File: config.mk
export PLATFORM = sky130hd
export DESIGN_NAME = reg_file_sb
export DESIGN_NICKNAME = d
export VERILOG_FILES = /design/src/rtl/reg_file_sb.sv
export SDC_FILE = /design/constraint.sdc
export NUM_CORES = 2
export LEC_CHECK = 0
export CAP_MARGIN = 20
export CORE_MARGIN = 5
export CORE_UTILIZATION = 55
export DETAILED_ROUTE_END_ITERATION = 7
export PLACE_DENSITY = 0.69
export SYNTH_ARGS = -nofsm -noshare
export SYNTH_HDL_FRONTEND = slang
export SYNTH_SLANG_ARGS = --single-unit
File: constraint.sdc
create_clock -name clk_in -period 53.3 [get_ports clk_in]
set_input_delay 10.66 -clock clk_in [delete_from_list [all_inputs] [get_ports clk_in]]
set_output_delay 10.66 -clock clk_in [all_outputs]
set_load 0.02 [all_outputs]
File: src/rtl/reg_file_sb.sv
// reg_file_sb: XLEN x 2**AW integer register file with write-back forwarding
// and a per-register busy scoreboard for RAW hazard detection at decode.
// Ports:
//   clk_in, rst_in (async, active-high)
//   rs1/rs2_addr_in -> rs1/rs2_out, rs1/rs2_busy_out (combinational reads)
//   issue_en_in/issue_rd_in (scoreboard set)
//   wr_en_in/wr_addr_in/wr_data_in (write-back)
//   flush_in (clears busy bits)
//   busy_cnt_out (registered popcount of busy bits)
module reg_file_sb #(
  parameter int XLEN   = 32,
  parameter int AW     = 5,
  parameter bit BYPASS = 1'b1
) (
  input  logic            clk_in,
  input  logic            rst_in,
  input  logic [AW-1:0]   rs1_addr_in,
  input  logic [AW-1:0]   rs2_addr_in,
  output logic [XLEN-1:0] rs1_out,
  output logic [XLEN-1:0] rs2_out,
  output logic            rs1_busy_out,
  output logic            rs2_busy_out,
  input  logic            issue_en_in,
  input  logic [AW-1:0]   issue_rd_in,
  input  logic            wr_en_in,
  input  logic [AW-1:0]   wr_addr_in,
  input  logic [XLEN-1:0] wr_data_in,
  input  logic            flush_in,
  output logic [AW:0]     busy_cnt_out
);

  localparam int NREGS = 1 << AW;

  logic [XLEN-1:0]  mem [NREGS];
  logic [NREGS-1:0] busy;
  logic [NREGS-1:0] busy_nxt;
  logic [AW:0]      cnt_nxt;
  logic             iss_v;
  logic             wb_v;
  logic             inc;
  logic             dec;
  logic             fwd1;
  logic             fwd2;

  // x0 is invisible to both the array and the scoreboard
  assign iss_v = issue_en_in && (issue_rd_in != '0);
  assign wb_v  = wr_en_in && (wr_addr_in != '0);

  // Issue beats flush beats write-back: the newest producer owns the reg
  always_comb begin
    busy_nxt = busy;
    for (int r = 1; r < NREGS; r++) begin
      if (iss_v && (issue_rd_in == AW'(r)))
        busy_nxt[r] = 1'b1;
      else if (flush_in)
        busy_nxt[r] = 1'b0;
      else if (wb_v && (wr_addr_in == AW'(r)))
        busy_nxt[r] = 1'b0;
    end
    busy_nxt[0] = 1'b0;
  end

  // Incremental popcount: only transitions of a bit move the count
  assign inc = iss_v && !busy[issue_rd_in];
  assign dec = wb_v && busy[wr_addr_in]
            && !(iss_v && (issue_rd_in == wr_addr_in));

  always_comb begin
    cnt_nxt = busy_cnt_out;
    if (flush_in)
      cnt_nxt = {{AW{1'b0}}, iss_v};
    else
      cnt_nxt = busy_cnt_out
              + {{AW{1'b0}}, inc}
              - {{AW{1'b0}}, dec};
  end

  always_ff @(posedge clk_in or posedge rst_in) begin
    if (rst_in) begin
      busy         <= '0;
      busy_cnt_out <= '0;
    end else begin
      busy         <= busy_nxt;
      busy_cnt_out <= cnt_nxt;
    end
  end

  always_ff @(posedge clk_in or posedge rst_in) begin
    if (rst_in) begin
      for (int r = 0; r < NREGS; r++)
        mem[r] <= '0;
    end else if (wb_v) begin
      mem[wr_addr_in] <= wr_data_in;
    end
  end

  assign fwd1 = BYPASS && wb_v && (wr_addr_in == rs1_addr_in);
  assign fwd2 = BYPASS && wb_v && (wr_addr_in == rs2_addr_in);

  always_comb begin
    rs1_out = '0;
    if (rs1_addr_in == '0)
      rs1_out = '0;
    else if (fwd1)
      rs1_out = wr_data_in;
    else
      rs1_out = mem[rs1_addr_in];
  end

  always_comb begin
    rs2_out = '0;
    if (rs2_addr_in == '0)
      rs2_out = '0;
    else if (fwd2)
      rs2_out = wr_data_in;
    else
      rs2_out = mem[rs2_addr_in];
  end

  // Forwarded data satisfies the hazard, so busy drops in that cycle
  assign rs1_busy_out = (rs1_addr_in != '0)
                     && busy[rs1_addr_in] && !fwd1;
  assign rs2_busy_out = (rs2_addr_in != '0)
                     && busy[rs2_addr_in] && !fwd2;

endmodule

## Word-level counts from Yosys, hierarchy flattened

Cells that the tools add are included.

- Bits in latches: 0
- RAM bits: 0
- Output and inout bits: 72
- ROM bits: 0
- Word-level logic and storage cells: 373
- Memories: 0
- Bits in registers: 1,061
- Bits of input ports: 57

- Reduce and logical (&&, ||, !) cells: 116
- Shifts and indexed selects: 0
- Divide/modulo/power cells: 0
- Bitwise gates (word level): 3
- Order comparisons: 8
- Multipliers: 0
- Mux-type cells: 115
- Eq/ne operators: 65
- $add $sub $neg: 2

Operators by type and width:

| operator | number |
|---|---|
| $bwmux W1024 | 1 |
| $bmux W32 S5 | 2 |
| $mux W32 | 9 |
| $demux W32 S5 | 1 |
| $eq A5 B5 Y1 const B | 32 |
| $mux W1 | 97 |
| $reduce_bool A3 Y1 | 31 |
| $eq A5 B4 Y1 const B | 16 |
| $logic_and A1 B1 Y1 | 75 |
| $eq A5 B3 Y1 const B | 8 |
| $lt A5 B6 Y1 const B | 4 |
| $bmux W1 S5 | 4 |
| $eq A5 B2 Y1 const B | 4 |
| $reduce_bool A5 Y1 | 4 |
| $ge A6 B6 Y1 const B | 3 |
| $not A5 Y6 | 3 |
| $eq A5 B5 Y1 | 3 |
| $eq A5 B1 Y1 const B | 2 |
| $logic_not A5 Y1 | 2 |
| $add A6 B1 Y6 | 1 |
| $lt A6 B1 Y1 const B | 1 |
| $mux W6 | 1 |
| $sub A6 B1 Y6 | 1 |
| $logic_not A1 Y1 | 4 |

## Logic depth before layout (Yosys ltp)

- Depth in word-level cells: 7
- Gate-level depth with buffers: 17
- Mapped depth without buffers: 15

## Worst setup path after synthesis

Ideal clock, no wire load.

- Path kind: in2out
- Start: in rs1_addr_in[0]
- End: out rs1_out[20]
- Data arrival time: 12.560 ns
- Slack: 30.080 ns
- Data required time: 42.640 ns
- Path buffers: 4
- Stages on the path: 9
- Path through: buf_2 > buf_6 > buf_6 > xnor2_1 > nand4_1 > nor3_2 > buf_4 > nor2_1 > a221oi_1

- Longest elaborated chain between the ends: 6

RTL lines:

| what | RTL line | RTL |
|---|---|---|
| from (decl) | 17 | `input logic [AW-1:0] rs1_addr_in,` |
| $not A5 Y6 (implied by the code) | 107 | `rs1_out = mem[rs1_addr_in];` |
| $bmux W32 S5 | 107 |  |
| $mux W32 (implied by the code) (2 in a row) | 107 |  |
| $mux W32 | 104 | `else if (fwd1)` |
| $mux W32 * | 102 | `if (rs1_addr_in == '0)` |
| to (decl) | 19 | `output logic [XLEN-1:0] rs1_out,` |

Mark *: on every way between the ends. The rest lies on a longest branch, timed or not. The select of a mux whose other input is x is not followed.

## Worst setup path in the final report

- Start: in rs2_addr_in[0]
- End: out rs2_out[25]

- Longest elaborated chain between the ends: 6

RTL lines:

| what | RTL line | RTL |
|---|---|---|
| from (decl) | 18 | `input logic [AW-1:0] rs2_addr_in,` |
| $not A5 Y6 (implied by the code) | 117 | `rs2_out = mem[rs2_addr_in];` |
| $bmux W32 S5 | 117 |  |
| $mux W32 (implied by the code) (2 in a row) | 117 |  |
| $mux W32 | 114 | `else if (fwd2)` |
| $mux W32 * | 112 | `if (rs2_addr_in == '0)` |
| to (decl) | 20 | `output logic [XLEN-1:0] rs2_out,` |

Marked as above.

==> results.yml <==
routing:
  ant_nets: 0
  wl_um: 189000
  drt_iter0_drc: 4390
  vias: 39200
  wl_per_cell_um: 34.7
  drcViolationCount: 0
  drt-pass1-iter-count: 7
  viasPerCell: 7.19
synth:
  syn-num-nets: 4113
  synthArstFlopShare_pct: 100
  synth_edf_count: 0
  netlist_instances: 4049
  syn_area_per_cell_sq_um: 14.5
  ys_warn_count: 0
  yosys.cell_types.count: 78
  synth_flop_cell: "dfrtp_1"
  syn_area_sq_um: 58800
  yosysSeqAreaShare_pct: 45.2
  ys_ff_latch: 1061
clock_network:
  post-cts-setup-buffer-count: 0
  clk_pin_slew_ns: 0.06
  cts_max_path_buffers: 3
  root_buffer: "clkbuf_16"
  cts_buffers: 115
  cts_tree: "built"
  h-tree-depth: 3
  clkLatencyLatePin_ns: 0.72
  holdBufCountCts: 0
  cts_resized: 0
  clock-sinks: 1061
floorplanning:
  die_x_um: 337
  dieHeight_um: 337
  core_sq_um: 107000
  die_area_sq_um: 113000
  ios: 129
  rows: 120
  initial_core_util_pct: 55.1
setup_path:
  crit_path_max_fanout: 74
  cp_common_cell: "buf_4"
  crit_required_ns: 42.64
  cp.arrival_ns: 15.73
  max_stage_delay_ns: 0.80
  worstSetupStartpointType: "primary input"
  slowest_stage: "buf_4"
  worstPathCellList: "buf_8, buf_4, buf_4, buf_4, mux4_2, a221o_1, a2111oi_1, a21o_1, clkdlybuf4s50_1"
  end_kind: "primary output"
  criticalPathCategory: "in -> out"
cells_and_area:
  syn_to_final_growth_pct: 9.93
  final_cell_mix: "dfrtp_1, mux2_2, mux4_2, mux2i_1, buf_4"
  seqCellArea_sq_um: 26600
  fin_cells: 5451
  layout-drive-gt1-share_pct: 46.4
  final_core_util_pct: 60.6
  nets: 4021
  multi_input_area_sq_um: 29900
  fin_area_sq_um: 64600
  fillerInstances: 8185
  final_common_cell: "dfrtp_1"
global_route:
  grt_pass1_vias: 39600
  grt_antenna_before_repair: 5
  grt_first_pass_wirelength_um: 277000
  gr-total-overflow: 0
  grt_use_met1_pct: 45.9
  grt_busiest_layer: "met2"
  use_met2_pct: 51.9
  grt_max_degree: 178
  grt_usage_pct: 33.4
  use_met3_pct: 6.91
placed_design:
  hpwl_um: 106000
  dpl-instance-area_sq_um: 60700
  preCtsSetupSlack_ns: 26.81
  port_buffers: 128
  dp.cells: 5238
  gp_congestion: 0.843
timing:
  slew_violations: 0
  rsz0062_at_grt: "false"
  min_period_ns: 26.39
  maxSlewHeadroom_pct: 20.2
  fin_setup_tns_ns: 0
  hold_viol: 0
  finalCritPeriodShare_pct: 49.5
  setup_ws_ns: 26.91
  setup_violations: 0
  worst_clock_skew_ns: 0.0156
  max_freq_mhz: 37.9
  tightest_slew_ns: 1.19
power_and_ir_drop:
  vdd_drop_max_v: 0.0000265
  power_leakage_uw: 0.0275
  power_density_nw_per_um2: 37.2
flow_run:
  cap_violations: 0
hold_path:
  hp-class: "reg -> reg"
outcome:
  status: "finished clean"
[cell families after synthesis]
group	after synthesis	synth area share, %
muxes	1666	41.6
DFF	1061	45.2
buffers and inverters	501	4.33
AOI/OAI and AO/OA	458	5.61
and+or+nand+nor	337	2.85
xor gates and xnor gates	19	0.283
adders and majority gates	7	0.162
[cell type report]
| class | count | share of cell area, % |
|---|---|---|
| Multi-Input combinational cell | 2487 | 46.3 |
| Sequential cell | 1061 | 41.1 |
| Clock buffer | 175 | 5.29 |
| Timing Repair Buffer | 256 | 3.76 |
| Tap cell | 1403 | 2.72 |
| Clock inverter | 31 | 0.581 |
| Inverter | 36 | 0.221 |
| Antenna cell | 2 | 0.00775 |
[synth_stat cells, types with 13 or more instances]
cell,instances,area share [%]
o21ai_0,65,0.55
mux2_2,1031,20
o31ai_1,18,0.23
inv_1,34,0.22
a22o_1,37,0.55
buf_4,46,0.59
or3_1,13,0.14
a221o_1,19,0.32
nor2_1,77,0.49
o22ai_1,75,0.80
a211oi_1,33,0.42
a22oi_1,49,0.63
dfrtp_1,1061,45
o32ai_1,20,0.30
mux4_1,29,1.3
clkbuf_8,15,0.35
nor3_1,55,0.47
buf_2,131,1.1
nand2_1,75,0.48
xnor2_1,14,0.21
o221ai_1,18,0.27
nor2b_1,22,0.23
clkbuf_1,223,1.4
buf_6,13,0.25
nand3b_1,14,0.18
mux2i_1,127,2.2
nand3_1,23,0.20
buf_1,29,0.19
a21oi_1,48,0.41
mux4_2,476,18
[worst paths after layout]
check                      cells past startpoint                  start  slack, ns                        end
min in group asynchronous                      2                 rst_in      10.44       mem[770]$_DFFE_PP0P_
setup / recovery                               9         rs2_addr_in[0]      26.91                rs2_out[25]
hold reg to reg                                0  mem[1012]$_DFFE_PP0P_       0.38      mem[1012]$_DFFE_PP0P_
max in group asynchronous                      5                 rst_in      39.75       mem[396]$_DFFE_PP0P_
setup reg to reg                              12   busy[11]$_DFFE_PP0P_      49.92  busy_cnt_out[5]$_DFF_PP0_
hold / removal                                 0  mem[1012]$_DFFE_PP0P_       0.38      mem[1012]$_DFFE_PP0P_
[sequential cells by signal, indices dropped and copies added (netlist names)]
signal        flops
busy             31
busy_cnt_out      6
mem            1024
[power by group]
| part | total, uW | internal [uW] | switching [uW] | leakage, uW |
|---|---|---|---|---|
| clock | 809 | 473 | 336 | 0.00187 |
| combinational | 520 | 305 | 215 | 0.0120 |
| sequential | 1070 | 956 | 116 | 0.0136 |
| total | 2400 | 1730 | 666 | 0.0275 |
[per-stage QoR]
step	hold WS [ns]	power, uW
floorplan	0.425	1450
global placement	0.364	1580
detailed placement	0.364	1600
CTS	0.377	2400
global route	0.397	2500
finish	0.380	2400
[critical path, delay by kind of cell]
family          cells  cell delay [ns]
compound gates      3             0.89
buf+inv             5             3.40
mux                 1             0.60
[routing by layer]
layer / share of wire, % / wire length (um) / up-vias
met5: 0.011 / 21 / -
met1: 39 / 73500 / 21000
met2: 46 / 87500 / 2124
li1: - / - / 15500
met4: 5.7 / 10700 / 4
met3: 9.1 / 17200 / 518
(Power assumes the default switching activity.)
